===== src/rtl/motor_speed_ctrl.sv =====
// rtl/motor_speed_ctrl.sv - PI speed regulator with period-aligned PWM drive
// Five-stage update pipeline per encoder window; new duty latches only at PWM wrap.
module motor_speed_ctrl #(
    parameter int SAMPLE_CYCLES = 1250000,
    parameter int PWM_PERIOD    = 2500,
    parameter int KP            = 4,
    parameter int KI            = 1,
    parameter int SHIFT         = 4,
    parameter int INT_LIM       = 32767
) (
    input  logic               clk,
    input  logic               reset,
    input  logic               enable,
    input  logic signed [15:0] setpoint,
    input  logic        [15:0] speed,
    input  logic        [7:0]  direction,
    output logic               pwm,
    output logic               dir_out,
    output logic        [15:0] duty,
    output logic               saturated,
    output logic               sample_done
);

    typedef enum logic [2:0] {
        S_IDLE, S_CAPTURE, S_ERR, S_INTEG, S_SUM, S_CLAMP
    } state_t;

    localparam logic signed [24:0] LIM25 = 25'(INT_LIM);
    localparam logic signed [23:0] LIM24 = 24'(INT_LIM);
    localparam logic signed [41:0] KP42  = 42'(KP);
    localparam logic signed [41:0] KI42  = 42'(KI);

    state_t              r_state;
    state_t              w_next;
    logic        [31:0]  r_scnt;
    logic        [15:0]  r_pcnt;
    logic signed [16:0]  r_meas;
    logic signed [17:0]  r_err;
    logic signed [23:0]  r_integ;
    logic signed [41:0]  r_u;
    logic        [15:0]  r_pending_duty;
    logic                r_pending_dir;
    logic                r_saturated;
    logic        [15:0]  r_duty;
    logic                r_dir;
    logic                r_pwm;

    logic                w_tick;
    logic signed [16:0]  w_speed_s;
    logic signed [24:0]  w_integ_sum;
    logic signed [23:0]  w_integ_next;
    logic signed [41:0]  w_err42;
    logic signed [41:0]  w_int42;
    logic signed [41:0]  w_pi;
    logic        [41:0]  w_mag;
    logic                w_sat;
    logic        [15:0]  w_duty_eff;
    logic                w_unused;

    assign w_unused  = ^direction[7:1];
    assign w_tick    = (r_scnt == 32'(SAMPLE_CYCLES - 1));
    assign w_speed_s = {1'b0, speed};

    assign w_integ_sum  = {r_integ[23], r_integ} + {{7{r_err[17]}}, r_err};
    assign w_integ_next = (w_integ_sum > LIM25)  ? LIM24 :
                          (w_integ_sum < -LIM25) ? -LIM24 : w_integ_sum[23:0];

    assign w_err42 = {{24{r_err[17]}}, r_err};
    assign w_int42 = {{18{r_integ[23]}}, r_integ};
    assign w_pi    = KP42 * w_err42 + KI42 * w_int42;

    assign w_mag = r_u[41] ? 42'(-r_u) : 42'(r_u);
    assign w_sat = (w_mag > 42'(PWM_PERIOD));

    always_ff @(posedge clk or posedge reset) begin
        if (reset)       r_scnt <= '0;
        else if (w_tick) r_scnt <= '0;
        else             r_scnt <= r_scnt + 32'd1;
    end

    always_ff @(posedge clk or posedge reset) begin
        if (reset) r_state <= S_IDLE;
        else       r_state <= w_next;
    end

    always_comb begin
        w_next = r_state;
        case (r_state)
            S_IDLE:    if (w_tick) w_next = S_CAPTURE;
            S_CAPTURE: w_next = S_ERR;
            S_ERR:     w_next = S_INTEG;
            S_INTEG:   w_next = S_SUM;
            S_SUM:     w_next = S_CLAMP;
            S_CLAMP:   w_next = S_IDLE;
            default:   w_next = S_IDLE;
        endcase
    end

    always_ff @(posedge clk or posedge reset) begin
        if (reset) begin
            r_meas         <= '0;
            r_err          <= '0;
            r_integ        <= '0;
            r_u            <= '0;
            r_pending_duty <= '0;
            r_pending_dir  <= 1'b1;
            r_saturated    <= 1'b0;
        end else begin
            case (r_state)
                S_CAPTURE: r_meas  <= direction[0] ? w_speed_s : -w_speed_s;
                S_ERR:     r_err   <= {{2{setpoint[15]}}, setpoint} - {r_meas[16], r_meas};
                S_INTEG:   r_integ <= w_integ_next;
                S_SUM:     r_u     <= w_pi >>> SHIFT;
                S_CLAMP: begin
                    // Disabled drive parks at zero duty, forward direction
                    if (enable) begin
                        r_pending_duty <= w_sat ? 16'(PWM_PERIOD) : w_mag[15:0];
                        r_pending_dir  <= ~r_u[41];
                        r_saturated    <= w_sat;
                    end else begin
                        r_pending_duty <= '0;
                        r_pending_dir  <= 1'b1;
                        r_saturated    <= 1'b0;
                    end
                end
                default: ;
            endcase
            if (!enable) r_integ <= '0;
        end
    end

    // Compare against the value being loaded at wrap so the first pulse of a period is correct
    assign w_duty_eff = (r_pcnt == 16'd0) ? r_pending_duty : r_duty;

    always_ff @(posedge clk or posedge reset) begin
        if (reset) begin
            r_pcnt <= '0;
            r_duty <= '0;
            r_dir  <= 1'b1;
            r_pwm  <= 1'b0;
        end else begin
            r_pcnt <= (r_pcnt == 16'(PWM_PERIOD - 1)) ? 16'd0 : r_pcnt + 16'd1;
            if (r_pcnt == 16'd0) begin
                r_duty <= r_pending_duty;
                r_dir  <= r_pending_dir;
            end
            r_pwm <= (r_pcnt < w_duty_eff);
        end
    end

    assign pwm         = r_pwm;
    assign dir_out     = r_dir;
    assign duty        = r_duty;
    assign saturated   = r_saturated;
    assign sample_done = (r_state == S_CLAMP);

endmodule


===== config.mk =====
export PLATFORM = sky130hd
export DESIGN_NAME = motor_speed_ctrl
export DESIGN_NICKNAME = d
export VERILOG_FILES = /design/src/rtl/motor_speed_ctrl.sv
export SDC_FILE = /design/constraint.sdc
export NUM_CORES = 1
export LEC_CHECK = 0
export ABC_CLOCK_PERIOD_IN_PS = 4800
export BUFFER_PORTS_ARGS = -buffer_cell sky130_fd_sc_hd__clkbuf_2
export CAP_MARGIN = 20
export CORE_MARGIN = 1
export CORE_UTILIZATION = 55
export CTS_CLUSTER_SIZE = 25
export DETAILED_ROUTE_END_ITERATION = 16
export MAX_ROUTING_LAYER = met4
export PLACE_DENSITY = 0.76
export SYNTH_ARGS = -nofsm -noshare
export SYNTH_HDL_FRONTEND = slang
export SYNTH_SLANG_ARGS = --single-unit
export TNS_END_PERCENT = 20

===== constraint.sdc =====
create_clock -name clk -period 4.8 [get_ports clk]
set_clock_uncertainty 0.2 [all_clocks]
set_input_delay 0.24 -clock clk [delete_from_list [all_inputs] [get_ports clk]]
set_output_delay 0.24 -clock clk [all_outputs]
set_load 0.1 [all_outputs]

Word-level counts from Yosys, hierarchy flattened
Cells that the tools add are included.
{"block": "word_totals", "ff_bits": 167, "inputBits": 43, "word_cells": 51}
{"block": "classes", "n_eq_ne": 9, "n_lt_le_gt_ge": 4, "add_sub_neg": 7, "bitwise": 1, "reduce_logical": 2, "n_mux": 15}
{"op": "24-bit 2-to-1 mux", "n": 4}
{"op": "16-bit 2-to-1 mux", "n": 4}
{"op": "42-bit by 12-bit greater-than comparator with 1-bit output (second input constant)", "n": 1}
{"op": "42-bit 2-to-1 mux", "n": 1}
{"op": "21-bit negation with 42-bit output", "n": 1}
{"op": "32-bit by 1-bit adder with 32-bit output (second input constant)", "n": 1}
{"op": "32-bit by 21-bit equality test with 1-bit output (second input constant)", "n": 1}
{"op": "32-bit 2-to-1 mux", "n": 1}
{"op": "20-bit by 24-bit adder with 25-bit output", "n": 1}
{"op": "24-bit by 18-bit adder with 25-bit output", "n": 1}
{"op": "25-bit by 16-bit greater-than comparator with 1-bit output (second input constant)", "n": 1}
{"op": "25-bit by 16-bit less-than comparator with 1-bit output (second input constant)", "n": 1}
{"op": "16-bit by 17-bit subtractor with 18-bit output", "n": 1}
{"op": "17-bit 2-to-1 mux", "n": 1}
{"op": "16-bit negation with 17-bit output", "n": 1}
{"op": "16-bit by 1-bit adder with 16-bit output (second input constant)", "n": 1}
{"op": "16-bit by 12-bit equality test with 1-bit output (second input constant)", "n": 1}
{"op": "16-bit logical NOT", "n": 1}
{"op": "16-bit less-than comparator", "n": 1}
{"op": "3-bit case mux with 5 select lines", "n": 1}
{"op": "3-bit by 2-bit equality test with 1-bit output (second input constant)", "n": 2}
{"op": "3-bit equality test (second input constant)", "n": 2}
{"op": "3-bit by 1-bit equality test with 1-bit output (second input constant)", "n": 1}
{"op": "3-bit logical NOT", "n": 1}
{"op": "other kinds (5)", "n": 6}

Longest topological paths before layout
Gate-level depths: netlist of run 1.
{"block": "depth", "word_depth": 6, "ltp_mapped": 13, "ltp_nobuf": 13}

Worst setup path after synthesis of run 1
Ideal clock, no wire load.
{"block": "synth_path", "path_type": "register to register", "startpoint": "reg r_err[0]", "endpoint": "reg r_integ[11]", "path_slack_ns": 0.979, "stages_incl_launch_ff": 14, "setup_time_ns": 0.126, "required_ns": 4.474, "n_path_buf": 1, "period_less_slack_ns": 3.821, "arrival_ns": 3.495, "cell_sequence": "dfrtp_1 -> ha_1 -> fa_1 -> a211oi_2 -> o21ai_2 -> a311oi_4 -> o31a_1 -> o41ai_4 -> xor2_1 -> or4_1 -> o31ai_2 -> nor2_2 -> buf_6 -> a221o_1"}
{"block": "synth_between", "elab_chain_len": 6, "word_cells_on_any_way": 7, "cone_classes": "add/sub: 1; order compare: 2; mux: 4"}
{"element": "start, declared", "line": "38", "rtl": "logic signed [17:0] r_err;"}
{"element": "start signal, assigned", "line": "111", "rtl": "S_ERR: r_err <= {{2{setpoint[15]}}, setpoint} - {r_meas[16], r_meas};"}
{"element": "24-bit by 18-bit adder with 25-bit output *", "line": "64", "rtl": "assign w_integ_sum = {r_integ[23], r_integ} + {{7{r_err[17]}}, r_err};"}
{"element": "25-bit by 16-bit less-than comparator with 1-bit output", "line": "66", "rtl": "(w_integ_sum < -LIM25) ? -LIM24 : w_integ_sum[23:0];"}
{"element": "24-bit 2-to-1 mux", "line": "66"}
{"element": "24-bit 2-to-1 mux *", "line": "65", "rtl": "assign w_integ_next = (w_integ_sum > LIM25) ? LIM24 :"}
{"element": "24-bit 2-to-1 mux *", "line": "109", "rtl": "case (r_state)"}
{"element": "24-bit 2-to-1 mux *", "line": "128", "rtl": "if (!enable) r_integ <= '0;"}
{"element": "end signal, assigned", "line": "112", "rtl": "S_INTEG: r_integ <= w_integ_next;"}
{"element": "end, declared", "line": "39", "rtl": "logic signed [23:0] r_integ;"}
Mark *: on every way between the ends. The rest lies on a longest branch, timed or not. The select of a mux whose other input is x is not followed.
A chain may end at the register's enable or synchronous reset.

Final worst setup path of run 1
{"block": "layout_path", "startpoint": "reg r_err[0]", "endpoint": "reg r_integ[8]"}
Same word-level chain as after synthesis.

==> impl_metrics.ini, run 1 <==
[global_routing]
antenna_found_initial = 0
grtUsageMet3 = 0.0357
groute.layer.met2.usage = 0.408
all_layer_gr_usage = 0.239
maximum_number_of_pins_on_one_net_before_global_route_repair = 168
grt_max_usage_layer = met2
globalRouteMet1Util = 0.290
global_route.overflow_total = 0
grt_pass1_wl_um = 37200
first_global_vias = 8172

[drt]
detail_route.wirelength_um = 21600
drt-initial-drc-count = 550
detailroute.via_count = 8405
drt-pass1-iter-count = 5
postRouteAntennaNets = 0
routed_wire_length_per_instance_um = 15.0
remaining_drc_errors = 0
drt-vias-per-instance = 5.82

[sta]
max_freq_mhz = 234
timing.final.setup_violations = 0
rsz0062_at_grt = false
fin_hold_ws_ns = 0.00539
timing_hold_violations_final = 0
total_negative_setup_slack_ns = 0
tightest_slew_ns = 0.916
period_minus_slack_ns = 4.27
timing.max_slew.rel_slack = 0.389
final_critical_path_setup_slack_ns = 0.526
final_min_period_over_clock_period = 0.890
final_max_slew_viol_count = 0

[synthesis]
yosysWarnings = 0
synth_top_flop_cell = dfrtp_1
synth-edff-count = 0
mappedNetlistArea_mm2 = 0.0106
complex_gate_fraction_of_the_synthesized_area = 0.183
number_of_nets_produced_by_synthesis = 1261
count_of_cell_types_in_the_netlist = 80
syn_inst = 1139
post-synth-top-area-cell = dfrtp_1
largest_family_of_logic_cells_by_synthesized_area = compound AO/OA/AOI/OAI gates
synth_xor_area_frac = 0.0934
post_synth_arst_share = 1.00
synth_seq_cells = 167
synthTopCellsByCount = dfrtp_1, nand2_1, ha_1, o21ai_0, xnor2_1
syn-mean-instance-area_um2 = 9.30
post-synth-top-count-cell = dfrtp_1
muxShareOfSynthArea = 0.0234
synth_seq_area_share = 0.395
synthTopCellsByArea = dfrtp_1, ha_1, xnor2_1
yosys_top_cell_area_share = 0.390
simple_gate_portion_of_the_synthesized_area = 0.174
synth-adder-area-share = 0.0947

[power_and_ir_drop]
irDropWorstVdd_mv = 0.218
power_switching_uw = 686
power_frac_seq = 0.488
power.combinational.fraction = 0.053
power_density_mw_per_mm2 = 245
static-leakage-power_nw = 5.96
clkPwrFrac = 0.458
power.internal_mw = 2.20
power_switching_share = 0.238

[finish]
final_layout_size_suffix_gt1_frac = 0.100
final_nets = 1320
syn2layout_area_growth_pct = 11.4
diodes = 0
multiInputGateArea_mm2 = 0.00603
fillerInstances = 1536
final-instance-count-excl-fill = 1444
fin_util = 0.629
seq_area_mm2 = 0.00418

[setup_path]
timing.critical_path.required_ns = 4.90
critPathArrivalTime_ns = 4.38
critical_path_class = reg -> reg
critical_path.startpoint_type = register
crit_path_end_kind = register
worstPathMaxFanout = 13

[clock_network]
tritoncts_num_sinks = 167
clk_transition_reported_paths_ns = 0.07
tritoncts.num_buffers = 17
clock_path_buffers = 2
h-tree-depth = 4
cts_repair_resize_count = 0
clock_insertion_delay_worst_skew_ns = 0.43
clock_tree.root_cell = clkbuf_16
cts_tree = yes

[floorplan]
initial_core_util = 0.564
die_width_um = 141
core_mm2 = 0.0188
floorplan_die_area_mm2 = 0.0198
floorplan.io_pins = 63
die_h_um = 141
rows = 50

[place]
place.gp.congestion = 0.941
numPlacedInstances = 1394
dp_worst_setup_slack_ns = 0.556
io_port_bufs = 55
dp.final_hpwl_um = 15700

[flow_run]
drv_cap = 0

[outcome]
outcome = completed

[worst_hold_path]
holdCritPathClass = in -> reg
## layer usage
layer  wire length, um  vias to the layer above
li1                  -                     4203
met3               647                       40
met5                 0                        -
met2             10700                      168
met1              9920                     3994
met4               416                        0
## sequential cells by signal, indices dropped and copies added, names as in the netlist
register / flops
r_scnt: 32
r_meas: 17
saturated: 1
r_pending_dir: 1
r_u: 21
pwm: 1
r_state: 3
dir_out: 1
duty: 16
r_pending_duty: 16
r_err: 18
r_pcnt: 16
r_integ: 24
## worst max-delay path, stage by stage (launching register included)
cell and delay (ns):
dfrtp_1 0.42, ha_1 0.24, fa_1 0.43, a211oi_2 0.27
o21ai_2 0.14, a311oi_4 0.37, o31a_1 0.27, o41ai_4 0.10
xor2_1 0.17, or4_1 0.58, o31ai_2 0.42, nor2_2 0.21
a221o_1 0.32
## per-stage QoR
| step | power, mW | area (um2) |
|---|---|---|
| global route | 2.99 | 11800 |
| detailed placement | 1.58 | 11000 |
| global placement | 1.58 | 11000 |
| CTS | 2.91 | 11800 |
| floorplan | 1.54 | 10600 |
| finish | 2.89 | 11800 |
## layout make-up
class / count / share of cell area
inverter: 61 / 0.0197
clock buffer: 19 / 0.0375
sequential: 167 / 0.354
clock inverter: 12 / 0.0102
multi-input combinational: 874 / 0.511
timing repair buffer: 77 / 0.0424
tap: 234 / 0.0248
## path summary, 6_finish.rpt
check	slack, ns	to	startpoint	cells past startpoint
setup / recovery	0.53	r_integ[8]$_DFFE_PP0P_	r_err[0]$_DFFE_PP0P_	12
hold / removal	0.005	r_err[0]$_DFFE_PP0P_	setpoint[0]	4
setup reg to reg	0.53	r_integ[8]$_DFFE_PP0P_	r_err[0]$_DFFE_PP0P_	12
hold reg to reg	0.28	r_scnt[31]$_DFF_PP0_	r_scnt[31]$_DFF_PP0_	1
max in group asynchronous	3.36	r_u[14]$_DFFE_PP0N_	reset	4
min in group asynchronous	0.40	r_pcnt[2]$_DFF_PP0_	reset	4
## cell families after synthesis
family,Yosys count
adders and majority gates,79
xor gates and xnor gates,113
DFF,167
AOI/OAI and AO/OA,287
and+or+nand+nor,371
muxes,24
buffers and inverters,98
## layout by cell type (no fill, tap or decap), types with 10 or more instances in the layout
cell,count
clkbuf_2,55
nor2_1,63
and2_1,13
o21ai_0,68
mux2i_1,18
dfrtp_1,165
ha_1,77
nor2b_1,14
inv_1,57
xnor2_1,68
a21oi_1,58
nand3_1,36
and3_1,18
clkbuf_16,17
o21a_1,10
nand2_1,122
nor3_1,26
xor2_1,45
dlygate4sd3_1,19
a221o_1,13
nand4_1,17
a21o_1,31
o21ai_1,17
nor4_1,13
## repair_timing
action | CTS | global route
endpoints found under the hold margin | 184 | 0
setup buffers | 0 | 0
hold buffers | 19 | 0
## power by group through the flow
stage | clock network [mW] | logic (mW) | registers (mW)
floorplan | 0 | 0.0989 | 1.44
global placement | 0 | 0.141 | 1.44
detailed placement | 0 | 0.142 | 1.44
CTS | 1.34 | 0.155 | 1.41
global route | 1.40 | 0.174 | 1.41
finish | 1.32 | 0.154 | 1.41
Note: power is estimated with default switching activity, not from simulation.
==> run 2, diff against run 1 <==
Settings changed: CTS_CLUSTER_SIZE 25 to not set, GPL_TIMING_DRIVEN set to 0.
==> run 2 against run 1 <==
Die area unchanged. Register-to-register slack got worse by 0.15 ns. Total power grew 1.2%. Largest power group unchanged.
==> impl_metrics.ini, run 2 (same netlist as run 1, synthesis figures left out) <==
[outcome]
outcome = completed

[drt]
postRouteAntennaNets = 0
drt-pass1-iter-count = 6
detail_route.wirelength_um = 22700
detailroute.via_count = 8527
routed_wire_length_per_instance_um = 15.3
drt-vias-per-instance = 5.75
drt-initial-drc-count = 464
remaining_drc_errors = 0

[finish]
syn2layout_area_growth_pct = 13.4
fin_util = 0.640
seq_area_mm2 = 0.00418
registers.top_by_ff_count = r_scnt
final_layout_size_suffix_gt1_frac = 0.100
final_nets = 1357
layout_common_cells = dfrtp_1, nand2_1, ha_1
fillerInstances = 1528
final_common_cell = dfrtp_1
post-route-cell-area_mm2 = 0.0120
flip_flop_count_of_the_largest_register_after_layout = 32
diodes = 0
reg_top3 = r_scnt: 32 flops, r_integ: 24 flops, r_u: 21 flops
multiInputGateArea_mm2 = 0.00603
final-instance-count-excl-fill = 1482

[sta]
final_max_slew_viol_count = 0
timing.max_slew.rel_slack = 0.410
timing_hold_violations_final = 0
period_minus_slack_ns = 4.42
final_min_period_over_clock_period = 0.921
max_freq_mhz = 226
rsz0062_at_grt = false
total_negative_setup_slack_ns = 0
timing.final.setup_violations = 0
tightest_slew_ns = 0.878

[setup_path]
worstReg2RegEnd = r_integ[3]$_DFFE_PP0P_
critPathArrivalTime_ns = 4.54
timing.critical_path.slowest_cell_delay_ns = 0.58
timing.critical_path.required_ns = 4.92
crit_buf_inv = 1
reg2reg_slack_ns = 0.38
slowest_stage = or4_1
r2r_start = r_err[0]$_DFFE_PP0P_
critical_path.startpoint_type = register
timing.critical_path.cells = ha_1 -> fa_1 -> a211oi_2 -> o21ai_2 -> a311oi_4 -> o31a_1 -> o41ai_4 -> xor2_1 -> or4_1 -> o31ai_2 -> nor2_2 -> buf_6 -> a221o_1
worstPathMaxFanout = 10
r2r.worst_path.cells = 13
largest_delay_contributor_family_on_the_critical_path = compound AO/OA/AOI/OAI gates
critical_path_class = reg -> reg
path_depth = 13
crit_path_end_kind = register

[floorplan]
core_mm2 = 0.0188
initial_core_util = 0.564
floorplan_die_area_mm2 = 0.0198
floorplan.io_pins = 63
die_h_um = 141
rows = 50
die_width_um = 141

[clock_network]
clk_transition_reported_paths_ns = 0.07
h-tree-depth = 4
tritoncts_num_sinks = 167
cts_repair_resize_count = 0
clock_path_buffers = 2
cts_tree = yes
clock_insertion_delay_worst_skew_ns = 0.45
tritoncts.num_buffers = 17
clock_tree.root_cell = clkbuf_16

[global_routing]
global_route.overflow_total = 0
first_global_vias = 8399
antenna_found_initial = 0
groute.layer.met2.usage = 0.445
grt_max_usage_layer = met2
grtUsageMet3 = 0.0363
globalRouteMet1Util = 0.281
maximum_number_of_pins_on_one_net_before_global_route_repair = 44
all_layer_gr_usage = 0.248
grt_pass1_wl_um = 38300

[place]
place.gp.congestion = 0.917
placed_cell_area_mm2 = 0.0112
numPlacedInstances = 1431
io_port_bufs = 54
dp.final_hpwl_um = 17000

[worst_hold_path]
holdPathEnd = r_err[1]$_DFFE_PP0P_
hold_start = setpoint[1]
holdCritPathClass = in -> reg
worstHoldPathCells = 4

[power_and_ir_drop]
static-leakage-power_nw = 6.05
irDropWorstVdd_mv = 0.236
power_density_mw_per_mm2 = 243

[flow_run]
drv_cap = 0
run 2: timing repair:
action | 4_1_cts | 5_1_grt
setup buffers | 0 | 0
hold buffers | 19 | 0
endpoints found under the hold margin | 62 | 0
run 2: per-layer routing:
layer,vias up,share of wire,wire (um)
li1,4271,-,-
met1,4037,0.44,10000
met2,177,0.51,11500
met3,42,0.026,581
met4,0,0.025,560
met5,-,0,0
run 2: worst max-delay path by stage:
stage                                    start                      end
after floorplan           r_err[0]$_DFFE_PP0P_  r_integ[11]$_DFFE_PP0P_
after detailed placement  r_err[0]$_DFFE_PP0P_   r_integ[3]$_DFFE_PP0P_
after global placement    r_err[0]$_DFFE_PP0P_   r_integ[3]$_DFFE_PP0P_
final                     r_err[0]$_DFFE_PP0P_   r_integ[3]$_DFFE_PP0P_
after CTS                 r_err[0]$_DFFE_PP0P_   r_integ[3]$_DFFE_PP0P_
after global routing      r_err[0]$_DFFE_PP0P_   r_integ[3]$_DFFE_PP0P_
run 2: worst reg2reg max path: stages (launching register included):
cell	delay, ns
dfrtp_1	0.43
ha_1	0.26
fa_1	0.44
a211oi_2	0.30
o21ai_2	0.16
a311oi_4	0.37
o31a_1	0.31
o41ai_4	0.12
xor2_1	0.17
or4_1	0.58
o31ai_2	0.42
nor2_2	0.12
buf_6	0.16
a221o_1	0.27
run 2: area by class of cell:
cell class / instances / share of cell area
Timing Repair Buffer: 77 / 0.0450
Inverter: 61 / 0.0194
Clock inverter: 13 / 0.0116
Buffer: 37 / 0.0129
Multi-Input combinational cell: 874 / 0.502
Tap cell: 234 / 0.0244
Sequential cell: 167 / 0.348
Clock buffer: 19 / 0.0369
run 2: power by group:
group / switching (mW) / internal (mW) / leakage, nW / total, mW
sequential: 0.00283 / 1.41 / 2.05 / 1.41
clock: 0.608 / 0.743 / 0.280 / 1.35
combinational: 0.0961 / 0.0670 / 3.72 / 0.163
run 2: through the flow:
step / power (mW) / hold WS [ns] / worst slack [ns]
2_1_floorplan: 1.54 / 0.212 / 0.979
3_3_place_gp: 1.58 / 0.260 / 0.462
3_5_place_dp: 1.59 / 0.0457 / 0.415
4_1_cts: 2.94 / 0.0339 / 0.371
5_1_grt: 3.02 / 0.0484 / 0.220
6_report: 2.92 / 0.0295 / 0.378
==> run 3, diff against run 2 <==
Settings changed: ABC_AREA set to 1, MAX_ROUTING_LAYER met4 to not set.
==> run 3 against run 2 <==
Fmax increased by 33%. First-iteration DRC count increased by 39%. Sequential power about the same. Critical path depth increased by 3. Worst hold slack got worse by 0.027 ns. Die area increased by 12%. Cell area increased by 11%. Clock power decreased by 3%. Routed wire length increased by 26%. Combinational power decreased by 29%. Critical path type unchanged. Critical endpoint is now pwm$_DFF_PP0_. Largest cell class unchanged. Largest power group unchanged.
==> impl_metrics.ini, run 3 <==
[power_and_ir_drop]
static-leakage-power_nw = 7.60
power.combinational.fraction = 0.041
power_density_mw_per_mm2 = 212
irDropWorstVdd_mv = 0.229
power_frac_seq = 0.497
p_total_mw = 2.83
power.internal_mw = 2.14
power_switching_uw = 690
clkPwrFrac = 0.462
power_switching_share = 0.244

[global_routing]
globalRouteMet1Util = 0.371
antenna_found_initial = 0
global_route.overflow_total = 0
grtUsageMet3 = 0.0468
all_layer_gr_usage = 0.270
first_global_vias = 10276
grt_pass1_wl_um = 48100
groute.layer.met2.usage = 0.437
maximum_number_of_pins_on_one_net_before_global_route_repair = 44
grt_max_usage_layer = met2

[finish]
flip_flop_count_of_the_largest_register_after_layout = 32
registers.top_by_ff_count = r_scnt
final-instance-count-excl-fill = 2092
reg_top3 = r_scnt: 32 flops, r_integ: 24 flops, r_u: 21 flops
layout_common_cells = nand2_1, inv_1, dfrtp_1
final_common_cell = nand2_1
final_nets = 1926
final_layout_size_suffix_gt1_frac = 0.0793
diodes = 0
syn2layout_area_growth_pct = 11.9
post-route-cell-area_mm2 = 0.0133
fin_util = 0.631

[synthesis]
mappedNetlistArea_mm2 = 0.0119
post-synth-top-count-cell = nand2_1
yosys_top_cell_area_share = 0.347
post_synth_arst_share = 1.00
syn_inst = 1710
synth_top_flop_cell = dfrtp_1
synth_seq_cells = 167
number_of_nets_produced_by_synthesis = 1832
count_of_cell_types_in_the_netlist = 49
synth-edff-count = 0
synthTopCellsByArea = dfrtp_1, nand2_1, inv_1
post-synth-top-area-cell = dfrtp_1
synthTopCellsByCount = nand2_1, inv_1, dfrtp_1, nor2_1, nand3_1
yosysWarnings = 0
syn-mean-instance-area_um2 = 6.96
synth_seq_area_share = 0.351

[drt]
drt-pass1-iter-count = 7
drt-initial-drc-count = 647
detailroute.via_count = 11017
detail_route.wirelength_um = 28600
postRouteAntennaNets = 0
routed_wire_length_per_instance_um = 13.7
drt-vias-per-instance = 5.27
remaining_drc_errors = 0

[clock_network]
tritoncts.num_buffers = 17
h-tree-depth = 4
tritoncts_num_sinks = 167
cts_repair_resize_count = 0
cts_tree = yes
clock_path_buffers = 2
cts_hold_repair.buffers = 15
cts_post_setup_buffers_inserted = 0
clk_transition_reported_paths_ns = 0.08
clock_insertion_delay_worst_skew_ns = 0.43
clock_tree.root_cell = clkbuf_16

[setup_path]
largest_delay_contributor_family_on_the_critical_path = buffers and inverters
timing.critical_path.required_ns = 4.95
critical_path_class = reg -> reg
worstPathMaxFanout = 10
critical_path.startpoint_type = register
critPathArrivalTime_ns = 3.47
timing.critical_path.cells = inv_1 -> ha_1 -> nand3_1 -> nor2_1 -> nand2_1 -> inv_1 -> clkbuf_1 -> nand2_1 -> nand2_1 -> inv_1 -> ha_1 -> a21oi_1 -> nor2_1 -> a211oi_1 -> o221ai_1 -> a21oi_1
crit_buf_inv = 4
timing.critical_path.slowest_cell_delay_ns = 0.40
slowest_stage = dfrtp_1
crit_path_end_kind = register

[floorplan]
core_mm2 = 0.0211
floorplan_die_area_mm2 = 0.0222
initial_core_util = 0.564
floorplan.io_pins = 63
die_h_um = 149
die_width_um = 149
rows = 53

[sta]
final_min_period_over_clock_period = 0.691
timing.max_slew.rel_slack = 0.459
final_critical_path_setup_slack_ns = 1.48
tightest_slew_ns = 0.805
final_max_slew_viol_count = 0
timing_hold_violations_final = 0
rsz0062_at_grt = false
max_freq_mhz = 302
period_minus_slack_ns = 3.32
fin_hold_ws_ns = 0.00269
timing.final.setup_violations = 0
total_negative_setup_slack_ns = 0

[place]
dp.final_hpwl_um = 22900
numPlacedInstances = 2044
io_port_bufs = 54
placed_cell_area_mm2 = 0.0126
place.gp.congestion = 0.939
dp_worst_setup_slack_ns = 1.50

[outcome]
outcome = completed

[worst_hold_path]
holdCritPathClass = in -> reg

[flow_run]
drv_cap = 0
## run 3: changes by cell type after synthesis, sizes merged, moves of 14 or more
cell | previous run | this run
nand2 | 122 | 538
inv | 60 | 267
nor2 | 65 | 144
nand3 | 36 | 95
xnor2 | 68 | 23
a21o | 31 | 2
mux2i | 18 | 0
and3 | 18 | 1
nand4 | 17 | 31
nor2b | 14 | 0
## run 3: final timing paths
kind                                     start                         to  slack (ns)  depth (start not counted)
setup / recovery           r_pcnt[0]$_DFF_PP0_              pwm$_DFF_PP0_        1.48                         16
hold / removal                     setpoint[0]       r_err[0]$_DFFE_PP0P_       0.003                          4
setup reg to reg           r_pcnt[0]$_DFF_PP0_              pwm$_DFF_PP0_        1.48                         16
hold reg to reg            r_pcnt[0]$_DFF_PP0_        r_pcnt[0]$_DFF_PP0_        0.26                          1
max in group asynchronous                reset  r_pending_dir$_DFFE_PP1P_        3.40                          5
min in group asynchronous                reset    r_integ[19]$_DFFE_PP0P_        0.15                          3
## run 3: tightest hold or removal path: stages
cell and delay, ns:
clkbuf_2 0.08, inv_1 0.05, ha_1 0.12, o21ai_0 0.09
## run 3: kinds of logic (layout without fill, tap and decap cells)
| kind of cell | after synthesis | after routing | synth area share |
|---|---|---|---|
| flops | 167 | 167 | 0.351 |
| compound gates | 217 | 217 | 0.100 |
| fa+ha+maj | 79 | 79 | 0.0843 |
| simple gates | 881 | 881 | 0.316 |
| xor+xnor | 72 | 72 | 0.0530 |
| buf+inv | 294 | 401 | 0.0952 |
## run 3: metal layers
layer  part of all wire  up-vias
met5                  0        -
met2               0.46      262
met1               0.48     5058
met3              0.047       31
li1                   -     5666
met4              0.016        0
## run 3: area by class of cell
cell class	instances	area (um2)
sequential	167	4180
clock inverter	15	133
buffer	25	123
multi-input combinational	1249	6580
timing repair buffer	75	513
inverter	269	1010
tap	275	344
clock buffer	17	425
fill	1900	7770
## run 3: power groups by stage
stage                     combinational [mW]  clock (mW)  sequential (mW)
after global routing                   0.132        1.39             1.41
final                                  0.115        1.31             1.41
after floorplan                       0.0627           0             1.43
after CTS                              0.117        1.33             1.41
after global placement                0.0970           0             1.43
after detailed placement               0.107           0             1.43
